**config.mk**
```make
export PLATFORM = sky130hd
export DESIGN_NAME = mem_pattern_tester
export DESIGN_NICKNAME = d
export VERILOG_FILES = /design/src/rtl/mem_pattern_tester.sv
export SDC_FILE = /design/constraint.sdc
export NUM_CORES = 1
export LEC_CHECK = 0
export BUFFER_PORTS_ARGS = -buffer_cell sky130_fd_sc_hd__buf_2
export CORE_ASPECT_RATIO = 2
export CORE_MARGIN = 5
export CORE_UTILIZATION = 25
export CTS_BUF_LIST = sky130_fd_sc_hd__clkbuf_4
export DETAILED_ROUTE_END_ITERATION = 16
export PLACE_DENSITY = 0.43
export SYNTH_ARGS = -nofsm -noshare
export SYNTH_HDL_FRONTEND = slang
export SYNTH_SLANG_ARGS = --single-unit
export TNS_END_PERCENT = 5
```
**constraint.sdc**
```tcl
create_clock -name mem_clk -period 9.3 [get_ports mem_clk]
set_clock_uncertainty 0.2 [all_clocks]
set_input_delay 1.86 -clock mem_clk [delete_from_list [all_inputs] [get_ports mem_clk]]
set_output_delay 1.86 -clock mem_clk [all_outputs]
set_load 0.01 [all_outputs]
```
**src/rtl/mem_pattern_tester.sv**
```systemverilog
// mem_pattern_tester: burst write/read-back pattern generator and checker for the PL memory controller.
module mem_pattern_tester #(
  parameter int MEM_DATA_BITS = 64,
  parameter int ADDR_BITS     = 32,
  parameter int BURST_LEN     = 128,
  parameter int CNT_BITS      = 32
) (
  input  logic                     mem_clk,
  input  logic                     rst,
  input  logic                     start,
  input  logic                     stop,
  input  logic [1:0]               cfg_mode,
  input  logic [ADDR_BITS-1:0]     cfg_base,
  input  logic [31:0]              cfg_bursts,
  input  logic                     cfg_loop,
  output logic                     wr_burst_req,
  output logic                     rd_burst_req,
  output logic [9:0]               wr_burst_len,
  output logic [9:0]               rd_burst_len,
  output logic [ADDR_BITS-1:0]     wr_burst_addr,
  output logic [ADDR_BITS-1:0]     rd_burst_addr,
  input  logic                     wr_burst_data_req,
  output logic [MEM_DATA_BITS-1:0] wr_burst_data,
  input  logic                     wr_burst_finish,
  input  logic                     rd_burst_finish,
  input  logic                     rd_burst_data_valid,
  input  logic [MEM_DATA_BITS-1:0] rd_burst_data,
  output logic                     busy,
  output logic                     done,
  output logic                     error,
  output logic [CNT_BITS-1:0]      err_cnt,
  output logic [CNT_BITS-1:0]      pass_cnt,
  output logic [ADDR_BITS-1:0]     first_err_addr
);
  typedef enum logic [1:0] {IDLE, WRITE, READ, DONE} state_t;
  localparam logic [31:0] BL = 32'(BURST_LEN);
  state_t state;
  logic [1:0] mode;
  logic [ADDR_BITS-1:0] base;
  logic [31:0] bursts, bi, kb, kw, kr;
  logic loop, mis, last;
  function automatic logic [MEM_DATA_BITS-1:0] pat(input logic [1:0] m, input logic [31:0] k);
    logic [MEM_DATA_BITS-1:0] b, l, o;
    b = {(MEM_DATA_BITS/8){k[7:0]}};
    l = {(MEM_DATA_BITS/32){k}};
    o = {{(MEM_DATA_BITS-1){1'b0}}, 1'b1} << (k % 32'(MEM_DATA_BITS));
    return m == 2'd0 ? b : m == 2'd1 ? l : m == 2'd2 ? o : ~b;
  endfunction
  assign wr_burst_len = 10'(BURST_LEN);
  assign rd_burst_len = 10'(BURST_LEN);
  assign mis = state == READ && rd_burst_data_valid && rd_burst_data != pat(mode, kr);
  assign last = bi == bursts - 32'd1;
  // Beat-index realignment in the state case overrides the per-beat increments above it.
  always_ff @(posedge mem_clk) begin
    if (rst) begin
      state <= IDLE;
      mode <= '0;
      base <= '0;
      bursts <= '0;
      loop <= 1'b0;
      bi <= '0;
      kb <= '0;
      kw <= '0;
      kr <= '0;
      wr_burst_req <= 1'b0;
      rd_burst_req <= 1'b0;
      wr_burst_addr <= '0;
      rd_burst_addr <= '0;
      wr_burst_data <= '0;
      busy <= 1'b0;
      done <= 1'b0;
      error <= 1'b0;
      err_cnt <= '0;
      pass_cnt <= '0;
      first_err_addr <= '0;
    end else begin
      if (state == WRITE && wr_burst_data_req) begin
        wr_burst_data <= pat(mode, kw);
        kw <= kw + 32'd1;
      end
      if (state == READ && rd_burst_data_valid) kr <= kr + 32'd1;
      if (mis) begin
        error <= 1'b1;
        err_cnt <= err_cnt == '1 ? err_cnt : err_cnt + 1'b1;
        if (!error) first_err_addr <= rd_burst_addr + ADDR_BITS'(kr - kb);
      end
      case (state)
        IDLE: if (start) begin
          mode <= cfg_mode;
          base <= cfg_base;
          bursts <= cfg_bursts == 32'd0 ? 32'd1 : cfg_bursts;
          loop <= cfg_loop;
          bi <= '0;
          kb <= '0;
          kw <= '0;
          kr <= '0;
          wr_burst_addr <= cfg_base;
          wr_burst_req <= 1'b1;
          error <= 1'b0;
          err_cnt <= '0;
          pass_cnt <= '0;
          first_err_addr <= '0;
          busy <= 1'b1;
          state <= WRITE;
        end
        WRITE: if (wr_burst_finish) begin
          wr_burst_req <= 1'b0;
          rd_burst_req <= 1'b1;
          rd_burst_addr <= wr_burst_addr;
          kw <= kb;
          kr <= kb;
          state <= READ;
        end
        READ: if (rd_burst_finish) begin
          rd_burst_req <= 1'b0;
          if (stop || (last && !loop)) begin
            if (!stop) pass_cnt <= pass_cnt + 1'b1;
            done <= 1'b1;
            busy <= 1'b0;
            state <= DONE;
          end else if (!last) begin
            bi <= bi + 32'd1;
            kb <= kb + BL;
            kw <= kb + BL;
            kr <= kb + BL;
            wr_burst_addr <= wr_burst_addr + ADDR_BITS'(BURST_LEN);
            wr_burst_req <= 1'b1;
            state <= WRITE;
          end else begin
            pass_cnt <= pass_cnt + 1'b1;
            bi <= '0;
            kb <= '0;
            kw <= '0;
            kr <= '0;
            wr_burst_addr <= base;
            wr_burst_req <= 1'b1;
            state <= WRITE;
          end
        end
        DONE: begin
          done <= 1'b0;
          state <= IDLE;
        end
      endcase
    end
  end
endmodule

```
# Word-level counts from Yosys, hierarchy flattened
# Cells that the tools add are included.
# Widths: inputs -> output; s select.
[classes] eq_ne=15 add_sub_neg=10 mux=68 bitwise=2 shift=2 n_reduce_logical=22
[op_table] operator="$mux 32" n=34
[op_table] operator="$mux 64" n=6
[op_table] operator="$pmux 32 s2" n=4
[op_table] operator="$pmux 32 s3" n=2
[op_table] operator="$add 32x1->32 const B" n=5
[op_table] operator="$not 64->64" n=2
[op_table] operator="$shl 1x6->64 const A" n=2
[op_table] operator="$add 32x8->32 const B" n=2
[op_table] operator="$ne 64x64->1" n=1
[op_table] operator="$add 32x32->32" n=1
[op_table] operator="$eq 32x32->1" n=1
[op_table] operator="$eq 32x32->1 const B" n=1
[op_table] operator="$logic_not 32->1" n=1
[op_table] operator="$sub 32x1->32 const B" n=1
[op_table] operator="$sub 32x32->32" n=1
[op_table] operator="$mux 1" n=13
[op_table] operator="$reduce_and 5->1" n=2
[op_table] operator="$reduce_and 3->1" n=3
[op_table] operator="$mux 2" n=4
[op_table] operator="$ne 2x2->1 const B" n=4
[op_table] operator="$pmux 2 s4" n=1
[op_table] operator="$reduce_and 4->1" n=2
[op_table] operator="$eq 2x2->1 const B" n=3
[op_table] operator="$pmux 1 s2" n=3
[op_table] operator="12 further kinds" n=20
[totals] elab_cells=139 out_inout_bits=249 register_bits=426 in_bits=139

# Longest topological paths before layout
# Gate-level depths: netlist (run 1).
[depth] ltp_word=9 mapped_depth=17 ltp_nobuf=15

# Least setup slack after synthesis (run 1)
# OpenSTA, ideal clock, no wires.
[synth_timing] path_type="in2reg" start="input rd_burst_data[49]" end="register first_err_addr[0]" setup_time_ps=128 arrival_ps=4107 slack_ps=4866 t_required_ps=8972 stages=12 n_path_buf=2 path_cell_list="or3b_2 > a21oi_1 > o21ai_0 > a211oi_1 > nand4_1 > nor4_1 > a31oi_2 > nor2b_1 > buf_2 > buf_2 > mux2i_1 > nor2_1"
[synth_between] elab_chain_cells=5
[synth_lines] item="start, declared" line_no="27" source="input logic [MEM_DATA_BITS-1:0] rd_burst_data,"
[synth_lines] item="$ne 64x64->1 *" line_no="51" source="assign mis = state == READ && rd_burst_data_valid && rd_burst_data != pat(mode, kr);"
[synth_lines] item="$logic_and 1x1->1 *" line_no="51"
[synth_lines] item="$mux 32 *" line_no="82" source="if (mis) begin"
[synth_lines] item="$mux 32" line_no="88" source="IDLE: if (start) begin"
[synth_lines] item="$mux 32 *" line_no="87" source="case (state)"
[synth_lines] item="end signal, assigned" line_no="85" source="if (!error) first_err_addr <= rd_burst_addr + ADDR_BITS'(kr - kb);"
[synth_lines] item="end, declared" line_no="33" source="output logic [ADDR_BITS-1:0] first_err_addr"
# Every way passes the cells marked *; elsewhere a longest branch is shown, timed or not.
# A chain may end at the register's enable or synchronous reset.

# Worst setup path in the final report (run 1)
[layout_timing] start="register bursts[4]" end="register kr[27]"
[layout_between] elab_chain_cells=7 word_cells_on_any_way=8 cone_classes="add/sub: 1; eq/ne: 1; mux: 4; reduce/logical: 2"
[layout_lines] item="start, declared" line_no="40" source="logic [31:0] bursts, bi, kb, kw, kr;"
[layout_lines] item="start signal, assigned" line_no="91" source="bursts <= cfg_bursts == 32'd0 ? 32'd1 : cfg_bursts;"
[layout_lines] item="$sub 32x1->32 *" line_no="52" source="assign last = bi == bursts - 32'd1;"
[layout_lines] item="$eq 32x32->1 *" line_no="52"
[layout_lines] item="$logic_and 1x1->1" line_no="116" source="if (stop || (last && !loop)) begin"
[layout_lines] item="$logic_or 1x1->1" line_no="116"
[layout_lines] item="$mux 32 *" line_no="116"
[layout_lines] item="$mux 32 *" line_no="114" source="READ: if (rd_burst_finish) begin"
[layout_lines] item="$pmux 32 s3 *" line_no="87"
[layout_lines] item="end signal, assigned" line_no="81" source="if (state == READ && rd_burst_data_valid) kr <= kr + 32'd1;"
[layout_lines] item="end signal, assigned" line_no="111" source="kr <= kb;"
[layout_lines] item="end signal, assigned" line_no="125" source="kr <= kb + BL;"
[layout_lines] item="end, declared" line_no="40"
# Marked as above.

==> results of run 1 <==
[critical path, stage by stage, from the launching register on]
cell      delay, ns
dfxtp_1        0.38
nor3_2         0.52
nand3_1        0.51
nor4b_1        0.51
mux2i_1        0.33
nand3_1        0.18
or4_4          0.52
o21ai_4        0.52
buf_4          0.66
nor2_2         0.27
buf_4          0.29
a22oi_1        0.26
a211oi_1       0.11
[cell usage in the layout, fill, tap and decap left out, types with 32 or more instances in the layout]
cell / instances
nand2_1: 447
nand3_1: 129
o21ai_0: 230
mux2i_1: 64
nor4_1: 52
nand4_1: 46
buf_2: 366
a22o_1: 35
ha_1: 50
nor2_1: 260
xnor2_1: 143
and3_1: 63
xor2_1: 57
nor3_1: 73
a211oi_1: 42
clkbuf_4: 150
dfxtp_1: 424
o211ai_1: 36
nand2b_1: 32
and2_1: 33
inv_1: 167
clkinv_1: 32
or3_1: 55
a21oi_1: 305
a31oi_1: 45
buf_4: 53
[kinds of logic after synthesis]
kind of cell	share of synthesized area [%]
compound gates	24.05
xor+xnor	6.330
fa+ha+maj	4.503
buf+inv	6.949
flops	30.82
mux	2.681
other cells	0.02714
simple gates	24.64
[metal layers]
metal	track usage [%]	vias to the layer above
li1	-	13600
met2	40.23	971
met1	22.00	13810
met4	10.81	20
met3	5.472	296
met5	0	-
[how the worst max path moves through the flow]
| stage | slack, ns | endpoint | depth (start not counted) |
|---|---|---|---|
| after floorplan | 4.87 | first_err_addr[0]$_SDFF_PP0_ | 12 |
| after global placement | 3.89 | err_cnt[25]$_SDFF_PP0_ | 12 |
| after detailed placement | 3.81 | kr[27]$_SDFF_PP0_ | 12 |
| after CTS | 3.71 | kr[27]$_SDFF_PP0_ | 12 |
| after global routing | 3.37 | kr[27]$_SDFF_PP0_ | 12 |
| final | 3.75 | kr[27]$_SDFF_PP0_ | 12 |
[layout make-up]
cell class                      instances  area share [%]
Multi-Input combinational cell       2759           54.28
Sequential cell                       426           26.63
Timing Repair Buffer                  420           6.993
Tap cell                             1479           5.774
Clock buffer                          150           3.514
Inverter                              171           2.003
Clock inverter                         42          0.7457
Antenna cell                            7         0.05466
[metrics by stage]
| step | cells | total power [mW] |
|---|---|---|
| after floorplan | 3637 | 2.566 |
| after global placement | 5255 | 2.914 |
| after detailed placement | 5255 | 2.916 |
| after CTS | 5447 | 4.664 |
| after global routing | 5449 | 4.823 |
| final | 5454 | 4.572 |
[power groups by stage]
stage	registers, mW	logic (mW)	clock network [mW]
floorplan	1.98	0.588	0
global placement	2.00	0.914	0
detailed placement	2.00	0.914	0
CTS	1.96	0.918	1.79
global route	1.97	0.990	1.86
finish	1.96	0.909	1.70
==> summary.txt, run 1 <==
CTS
  • Setup bufs post-CTS: 0
  • Number of CTS-inserted buffers: 108
  • CTS Sinks: 426
  • CTS tree: yes
  • H-tree depth: 3
  • Post-CTS resize count: 0
  • Clock slew at reported path FFs: 0.08 ns
  • CTS root buf: clkbuf_4
  • Clock Path Buffers: 3
  • Worst-skew pair later-pin latency: 1.03 ns
  • Hold buffer count at CTS: 0

Finish
  • Layout Utilization: 29.14%
  • Multi-input gate area: 17400 um2
  • Max FFs per register: 64
  • Final nets: 4106
  • Synth-to-Final Area Change: 15.80%
  • Share of layout cells above drive strength 1: 16.96%
  • Register area: 8536 um2
  • Finished Cell Area: 32050 um2
  • Fill cell count: 12280
  • Top reg by flops: wr_burst_data

Die
  • I/O pins: 388
  • Initial Util: 25.16%
  • Rows: 172
  • DIE HEIGHT: 480.5 um
  • Die Footprint: 117900 um2
  • Chip Width: 245.3 um
  • Core area: 110000 um2

Global route
  • Pin count of the biggest net entering global routing: 83
  • Total gr overflow: 0
  • Total GRT Usage: 21.53%
  • Vias in the first global route: 28670
  • First-pass GRT wire length: 192300 um
  • Initial antenna violation count: 18

Timing
  • Setup_tns: 0 ns
  • Period utilization: 59.69%
  • Fmax: 180.1 MHz
  • Worst setup margin: 3.748 ns
  • Final min period: 5.552 ns
  • Slew headroom: 30.65%
  • Final hold violations: 0
  • Max-slew violation count: 0
  • Slew @ Worst Pin: 1.040 ns
  • RSZ-0062 raised after global routing: false
  • Final hold slack: 0.2474 ns
  • Final setup fails: 0

Route
  • Vias per cell: 5.261
  • Number of remaining DRC errors: 0
  • Met2 Wirelength: 69200 um
  • Met3 WL: 8699 um
  • Met1 wire length: 46990 um
  • Antenna Nets Post-Route: 0
  • Drt wl/cell: 24.28 um
  • Final WL: 132400 um
  • Drt first-iter violations: 1714
  • TritonRoute pass-1 iters: 6
  • Max layer used: met5
  • Total number of vias: 28700

Logic synthesis
  • Cells after Synth: 3619
  • Yosys warns: 0
  • Largest cells by area after synthesis: dfxtp_1, nand2_1, a21oi_1, xnor2_1, o21ai_0
  • Synth cell count leaders: nand2_1, dfxtp_1, a21oi_1
  • FFs w/ async S/R, synth: 0%
  • Share of the synthesized area in the top cell type: 30.82%
  • EDFF count, synth: 0
  • Synth area leader: dfxtp_1
  • Sequential-to-total area share from yosys stat: 30.82%
  • Cell variety after synth: 101
  • Primary FF master, synth: dfxtp_1
  • #FFs+latches synth: 426
  • Most frequent cell after synthesis: nand2_1
  • Synth Area per Inst: 7.647 um2
  • Mapped Area: 27670 um2

Power and ir drop
  • Comb power frac: 19.9%
  • VDD IR max: 0.00007844 V
  • Clk pwr share: 37.3%
  • Internal power: 3.003 mW
  • Switching share of power: 34.33%
  • Leak Pwr: 12.11 nW
  • Net Switching: 1.570 mW
  • Cell Pwr Density: 142.7 nW/um2
  • Seq pwr share: 42.9%

Min path
  • Hold path endpoint: wr_burst_data[6]$_SDFFE_PP0P_
  • Worst Hold Class: reg2reg
  • Min-delay src: wr_burst_data[6]$_SDFFE_PP0P_
  • Hold path depth: 2

Setup path
  • Worst setup SP type: flop
  • Crit. End Element: flop
  • WP data required: 9.91 ns
  • Arrival time worst endpoint: 6.16 ns
  • Critical path type: reg2reg
  • R2R cell count: 12
  • Critical path origin: bursts[4]$_SDFFE_PP0P_
  • Crit-path max FO: 62
  • Worst reg2reg startpoint: bursts[4]$_SDFFE_PP0P_
  • Reg2reg end: kr[27]$_SDFF_PP0_
  • R2R Setup Slk: 3.75 ns

Placement
  • Area after DPL: 30660 um2
  • Dpl ws: 3.809 ns
  • Dpl hpwl: 100900 um
  • GPL Wtd Cong: 0.9359
  • Port bufs: 367

Run status
  • Outcome: completed

Flow run
  • Maxcap violations: 0
(Power assumes the default switching activity.)
==> run 2, diff against run 1 <==
--- a/config.mk
+++ b/config.mk
@@ -11,7 +11,7 @@
 export CORE_UTILIZATION = 25
 export CTS_BUF_LIST = sky130_fd_sc_hd__clkbuf_4
 export DETAILED_ROUTE_END_ITERATION = 16
-export PLACE_DENSITY = 0.43
+export PLACE_DENSITY = 0.45
 export SYNTH_ARGS = -nofsm -noshare
 export SYNTH_HDL_FRONTEND = slang
 export SYNTH_SLANG_ARGS = --single-unit
==> constraint.sdc (replaced) <==
create_clock -name mem_clk -period 4.8 [get_ports mem_clk]
set_clock_uncertainty 0.2 [all_clocks]
set_input_delay 0.96 -clock mem_clk [delete_from_list [all_inputs] [get_ports mem_clk]]
set_output_delay 0.96 -clock mem_clk [all_outputs]
set_load 0.01 [all_outputs]
==> summary.txt, run 2 (synthesis results as in run 1) <==
Route
  • Drt wl/cell: 23.95 um (was 24.28 um)
  • Antenna Nets Post-Route: 0 (unchanged)
  • Total number of vias: 29350 (was 28700)
  • Drt first-iter violations: 1791 (was 1714)
  • TritonRoute pass-1 iters: 6 (unchanged)
  • Vias per cell: 5.249 (was 5.261)
  • Number of remaining DRC errors: 0 (unchanged)
  • Final WL: 133900 um (was 132400 um)

Finish
  • Finished Cell Area: 33400 um2 (was 32050 um2)
  • Share of layout cells above drive strength 1: 17.88% (was 16.96%)
  • Synth-to-Final Area Change: 20.71% (was 15.80%)
  • Fill cell count: 12030 (was 12280)
  • Max FFs per register: 64 (unchanged)
  • Commonest non-fill, non-tap cells in the layout: nand2_1, dfxtp_1, buf_2 (unchanged)
  • Layout Cells excl Fill: 5591 (was 5454)
  • Final nets: 4251 (was 4106)
  • Top reg by flops: wr_burst_data (unchanged)
  • Most common cell after layout, fill and taps aside: nand2_1 (unchanged)

Power and ir drop
  • VDD IR max: 0.0001647 V (was 0.00007844 V)
  • Cell Pwr Density: 263.1 nW/um2 (was 142.7 nW/um2)
  • Leak Pwr: 12.79 nW (was 12.11 nW)

Die
  • Die Footprint: 117900 um2 (unchanged)
  • Chip Width: 245.3 um (unchanged)
  • Initial Util: 25.16% (unchanged)
  • Rows: 172 (unchanged)
  • Core area: 110000 um2 (unchanged)
  • DIE HEIGHT: 480.5 um (unchanged)
  • I/O pins: 388 (unchanged)

Global route
  • Vias in the first global route: 28980 (was 28670)
  • Total gr overflow: 0 (unchanged)
  • Initial antenna violation count: 9 (was 18)
  • First-pass GRT wire length: 193300 um (was 192300 um)
  • Pin count of the biggest net entering global routing: 72 (was 83)
  • Total GRT Usage: 21.66% (was 21.53%)

Timing
  • Period utilization: 97.52% (was 59.69%)
  • Slew headroom: 21.73% (was 30.65%)
  • Final min period: 4.681 ns (was 5.552 ns)
  • Final hold violations: 0 (unchanged)
  • Final setup fails: 0 (unchanged)
  • Fmax: 213.6 MHz (was 180.1 MHz)
  • Slew @ Worst Pin: 1.163 ns (was 1.040 ns)
  • Max-slew violation count: 0 (unchanged)
  • RSZ-0062 raised after global routing: true (was false)

Placement
  • Placed instance count: 5324 (was 5255)
  • Dpl hpwl: 104200 um (was 100900 um)
  • Area after DPL: 31310 um2 (was 30660 um2)
  • GPL Wtd Cong: 0.9393 (was 0.9359)
  • Port bufs: 367 (unchanged)

CTS
  • Setup bufs post-CTS: 0 (unchanged)
  • CTS root buf: clkbuf_4 (unchanged)
  • Number of CTS-inserted buffers: 106 (was 108)
  • Clock slew at reported path FFs: 0.07 ns (was 0.08 ns)
  • CTS Sinks: 426 (unchanged)
  • CTS tree: yes (unchanged)
  • Worst-skew pair later-pin latency: 1.02 ns (was 1.03 ns)
  • H-tree depth: 3 (unchanged)
  • Clock Path Buffers: 3 (unchanged)

Setup path
  • WP data required: 5.46 ns (was 9.91 ns)
  • Worst setup SP type: flop (unchanged)
  • Crit-path max FO: 19 (was 62)
  • Critical path type: reg2reg (unchanged)
  • Arrival time worst endpoint: 5.34 ns (was 6.16 ns)
  • Crit. End Element: flop (unchanged)

Run status
  • Outcome: completed (unchanged)

Flow run
  • Maxcap violations: 0 (unchanged)

Min path
  • Worst Hold Class: in2reg (was reg2reg)
[run 2: cell count changes in the layout (fill, tap and decap cells not counted), moves of 2 or more]
cell           delta
dlygate4sd3_1    +78
clkbuf_4          -8
clkinv_4          -2
inv_2             +2
buf_12           +11
buf_4            +58
clkinv_2          -4
nor4_1            -2
[run 2: timing repair]
action                                  in CTS  in global routing
hold buffers                                78                  0
resized for setup                            1                  4
endpoints found under the setup margin      18                 34
hold endpoints to repair                    91                  0
pin swaps                                    0                  0
[run 2: final timing paths]
check | start | endpoint | slack (ns) | cells after the start
setup reg to reg | kr[1]$_SDFF_PP0_ | first_err_addr[11]$_SDFF_PP0_ | 0.12 | 16
hold reg to reg | wr_burst_data[38]$_SDFFE_PP0P_ | wr_burst_data[38]$_SDFFE_PP0P_ | 0.25 | 2
hold / removal | cfg_mode[0] | mode[0]$_SDFFE_PP0P_ | 0.19 | 3
setup / recovery | kr[1]$_SDFF_PP0_ | first_err_addr[11]$_SDFF_PP0_ | 0.12 | 16
[run 2: worst max-delay path, cell delays in order, from the launching register on]
cell and delay, ns:
dfxtp_1 0.47, inv_1 0.17, ha_1 0.30, buf_4 0.19
nand4bb_1 0.21, o211ai_1 0.11, a22o_1 0.26, a2111oi_0 0.77
buf_4 0.24, nand4_1 0.12, nor4_2 0.46, a31oi_2 0.20
buf_12 0.23, nor2b_4 0.22, buf_12 0.19, mux2i_1 0.15
nor2_1 0.05
[run 2: report_power, final]
group | switching, mW | internal (mW)
sequential | 0.145 | 3.64
combinational | 1.17 | 0.702
clock | 1.69 | 1.43
[run 2: cell type report]
class	count	area, um2	share of cell area, %
multi-input cells	2759	17410	52.13
flip-flops and latches	426	8536	25.55
repair buffers	567	3677	11.01
well taps	1479	1851	5.540
clock buffers	142	1066	3.191
inverters	171	641.9	1.921
clock inverters	39	198.9	0.5956
diodes	8	20.02	0.05993
[run 2: metal layers]
metal / vias to the layer above / GRT usage, % / part of all wire, %
li1: 13890 / - / -
met4: 4 / 12.38 / 6.4
met2: 1062 / 40.11 / 52
met5: - / 0 / 0.019
met1: 14040 / 22.03 / 35
met3: 350 / 5.138 / 6.3
[run 2: metrics by stage]
stage / power, mW / TNS, ns / hold slack (ns) / setup slack [ns] / utilization (%)
floorplan: 4.972 / 0 / 0.2319 / 0.5600 / -
global placement: 5.681 / -0.9690 / 0.2430 / -0.06495 / 28.47
detailed placement: 5.686 / -1.251 / 0.2445 / -0.08110 / 28.47
CTS: 8.930 / 0 / 0.06941 / 0.03715 / 30.34
global route: 9.249 / -0.1556 / 0.1359 / -0.08398 / 30.37
finish: 8.787 / 0 / 0.1948 / 0.1189 / 30.38
==> run 3, diff against run 2 <==
--- a/config.mk
+++ b/config.mk
@@ -6,7 +6,6 @@
 export NUM_CORES = 1
 export LEC_CHECK = 0
 export BUFFER_PORTS_ARGS = -buffer_cell sky130_fd_sc_hd__buf_2
-export CORE_ASPECT_RATIO = 2
 export CORE_MARGIN = 5
 export CORE_UTILIZATION = 25
 export CTS_BUF_LIST = sky130_fd_sc_hd__clkbuf_4
==> summary.txt, run 3 (synthesis results as in run 1) <==
Run status
  • Outcome: completed (unchanged)

Finish
  • Synth-to-Final Area Change: 21.59% (was 20.71%)
  • Fill cell count: 12110 (was 12030)
  • Most common cell after layout, fill and taps aside: nand2_1 (unchanged)
  • Max FFs per register: 64 (unchanged)
  • Multi-input gate area: 17390 um2 (was 17410 um2)
  • Register area: 8536 um2 (unchanged)
  • Share of layout cells above drive strength 1: 19.02% (was 17.88%)
  • Top reg by flops: wr_burst_data (unchanged)
  • Final nets: 4272 (was 4251)
  • Commonest non-fill, non-tap cells in the layout: nand2_1, dfxtp_1, buf_2 (unchanged)

Global route
  • Met1 usage: 26.92% (was 22.03%)
  • First-pass GRT wire length: 183200 um (was 193300 um)
  • Most Crowded Layer GR: met2 (unchanged)
  • Vias in the first global route: 27740 (was 28980)
  • M3 GR Usage: 4.302% (was 5.138%)
  • Pin count of the biggest net entering global routing: 114 (was 72)
  • Initial antenna violation count: 8 (was 9)
  • Total GRT Usage: 20.40% (was 21.66%)
  • Total gr overflow: 0 (unchanged)
  • M2 GR Usage: 32.97% (was 40.11%)

CTS
  • Clock slew at reported path FFs: 0.07 ns (about the same)
  • Setup bufs post-CTS: 0 (unchanged)
  • CTS Sinks: 426 (unchanged)
  • Worst-skew pair later-pin latency: 0.99 ns (was 1.02 ns)
  • Clock Path Buffers: 3 (unchanged)
  • CTS root buf: clkbuf_4 (unchanged)
  • Number of CTS-inserted buffers: 131 (was 106)
  • H-tree depth: 4 (was 3)
  • CTS tree: yes (unchanged)

Die
  • Rows: 122 (was 172)
  • DIE HEIGHT: 342.7 um (was 480.5 um)
  • Core area: 110400 um2 (was 110000 um2)
  • Initial Util: 25.08% (was 25.16%)
  • Chip Width: 342.7 um (was 245.3 um)
  • I/O pins: 388 (unchanged)
  • Die Footprint: 117500 um2 (was 117900 um2)

Placement
  • Dpl hpwl: 95510 um (was 104200 um)
  • GPL Wtd Cong: 0.9158 (was 0.9393)
  • Port bufs: 367 (unchanged)

Route
  • Number of remaining DRC errors: 0 (unchanged)
  • Antenna Nets Post-Route: 0 (unchanged)
  • TritonRoute pass-1 iters: 6 (unchanged)
  • Drt first-iter violations: 2387 (was 1791)
  • Total number of vias: 29280 (was 29350)
  • Vias per cell: 5.196 (was 5.249)
  • Drt wl/cell: 22.22 um (was 23.95 um)
  • Final WL: 125200 um (was 133900 um)

Min path
  • Min-delay src: rd_burst_finish (was cfg_mode[0])
  • Hold path endpoint: rd_burst_req$_SDFFE_PP0P_ (was mode[0]$_SDFFE_PP0P_)
  • Worst Hold Class: in2reg (unchanged)
  • Hold path depth: 4 (was 3)

Setup path
  • R2R Setup Slk: 0.30 ns (was 0.12 ns)
  • Number of buffers and inverters on the critical path: 3 (was 5)
  • R2R cell count: 14 (was 16)
  • Worst setup SP type: flop (unchanged)
  • Slowest cell on crit path: or4_4 (was a2111oi_0)
  • Family with the most delay on the worst path: simple AND/OR/NAND/NOR gates (was compound AO/OA/AOI/OAI gates)
  • Arrival time worst endpoint: 5.11 ns (was 5.34 ns)
  • Crit. End Element: flop (unchanged)
  • Reg2reg end: kr[29]$_SDFF_PP0_ (was first_err_addr[11]$_SDFF_PP0_)
  • Cell Chain, Critical Path: inv_1 > ha_1 > nor3b_4 > xnor2_1 > nor4_1 > nand4_1 > or3_1 > or4_4 > o21ai_4 > buf_12 > buf_4 > o21ai_0 > a211oi_1 > o31ai_1 (was inv_1 > ha_1 > buf_4 > nand4bb_1 > o211ai_1 > a22o_1 > a2111oi_0 > buf_4 > nand4_1 > nor4_2 > a31oi_2 > buf_12 > nor2b_4 > buf_12 > mux2i_1 > nor2_1)
  • Critical path type: reg2reg (unchanged)
  • Worst reg2reg startpoint: bursts[0]$_SDFFE_PP0P_ (was kr[1]$_SDFF_PP0_)
  • CP peak stage delay: 0.63 ns (was 0.77 ns)
  • Crit-path max FO: 49 (was 19)
  • WP data required: 5.42 ns (was 5.46 ns)

Power and ir drop
  • Pwr Total: 9.386 mW (was 8.787 mW)
  • Leak Pwr: 12.97 nW (was 12.79 nW)
  • Cell Pwr Density: 278.9 nW/um2 (was 263.1 nW/um2)
  • VDD IR max: 0.0001728 V (was 0.0001647 V)

Flow run
  • Maxcap violations: 0 (unchanged)

Timing
  • Slew headroom: 21.62% (was 21.73%)
  • Slew @ Worst Pin: 1.165 ns (was 1.163 ns)
  • Final setup fails: 0 (unchanged)
  • Setup_tns: 0 ns (unchanged)
  • RSZ-0062 raised after global routing: false (was true)
  • Final hold slack: 0.1773 ns (was 0.1948 ns)
  • Fmax: 222.4 MHz (was 213.6 MHz)
  • Final hold violations: 0 (unchanged)
  • Final min period: 4.497 ns (was 4.681 ns)
  • Max-slew violation count: 0 (unchanged)
  • Period utilization: 93.70% (was 97.52%)
==> run 3: changes by cell type in the layout (fill, tap and decap cells not counted), moves of 2 or more <==
| cell | change |
|---|---|
| clkbuf_4 | +45 |
| buf_4 | +15 |
| dlygate4sd3_1 | -12 |
| clkinv_1 | -9 |
| buf_12 | -7 |
| bufinv_16 | +4 |
| inv_6 | -3 |
| diode_2 | +2 |
| nor4_1 | +2 |
==> run 3: final cells by class <==
cell class / instances / area share [%]
multi-input cells: 2759 / 51.68
well taps: 1488 / 5.533
repair buffers: 563 / 10.49
clock inverters: 32 / 0.7734
flip-flops and latches: 426 / 25.37
inverters: 171 / 1.907
diodes: 10 / 0.07437
clock buffers: 187 / 4.172
==> run 3: per-stage QoR <==
| stage | setup WS, ns | std cells | cell area, um2 | utilization [%] |
|---|---|---|---|---|
| 3_3_place_gp | 0.2889 | 5341 | 31290 | 28.35 |
| 4_1_cts | 0.2353 | 5626 | 33610 | 30.46 |
| 5_1_grt | 0.03984 | 5632 | 33640 | 30.48 |
| 2_1_floorplan | 0.5600 | 3637 | 27740 | - |
| 6_report | 0.3026 | 5636 | 33650 | 30.49 |
| 3_5_place_dp | 0.3069 | 5341 | 31290 | 28.35 |
==> run 3: worst min-delay path: cells and delay by family <==
family | cells | cell delay, ns
simple gates | 2 | 0.18
buf+inv | 1 | 0.11
compound gates | 1 | 0.05
==> run 3: routing by layer <==
metal	wire, um	vias up
li1	-	13980
met1	54950	14080
met2	57720	1009
met3	8523	214
met4	3999	4
met5	24	-
==> run 3: power breakdown <==
part / switching [mW] / internal (mW) / total (mW) / leakage, nW
combinational: 1.13 / 0.682 / 1.81 / 8.52
sequential: 0.151 / 3.65 / 3.80 / 3.46
clock: 1.73 / 2.04 / 3.78 / 0.991
total: 3.01 / 6.37 / 9.39 / 13.0
==> run 3: how the worst max path moves through the flow <==
stage	from	end	slack [ns]	cells after the start
global route	bursts[0]$_SDFFE_PP0P_	kr[29]$_SDFF_PP0_	0.04	14
floorplan	kr[2]$_SDFF_PP0_	first_err_addr[27]$_SDFF_PP0_	0.56	17
detailed placement	bursts[0]$_SDFFE_PP0P_	kr[29]$_SDFF_PP0_	0.31	12
global placement	kr[1]$_SDFF_PP0_	first_err_addr[1]$_SDFF_PP0_	0.29	13
CTS	bursts[0]$_SDFFE_PP0P_	kr[29]$_SDFF_PP0_	0.24	12
finish	bursts[0]$_SDFFE_PP0P_	kr[29]$_SDFF_PP0_	0.30	14
==> run 3: timing repair <==
| action | CTS | global route |
|---|---|---|
| endpoints found under the setup margin | 0 | 19 |
| gates resized for setup | 0 | 2 |
| hold buffers | 66 | 0 |
| hold endpoints to repair | 77 | 0 |
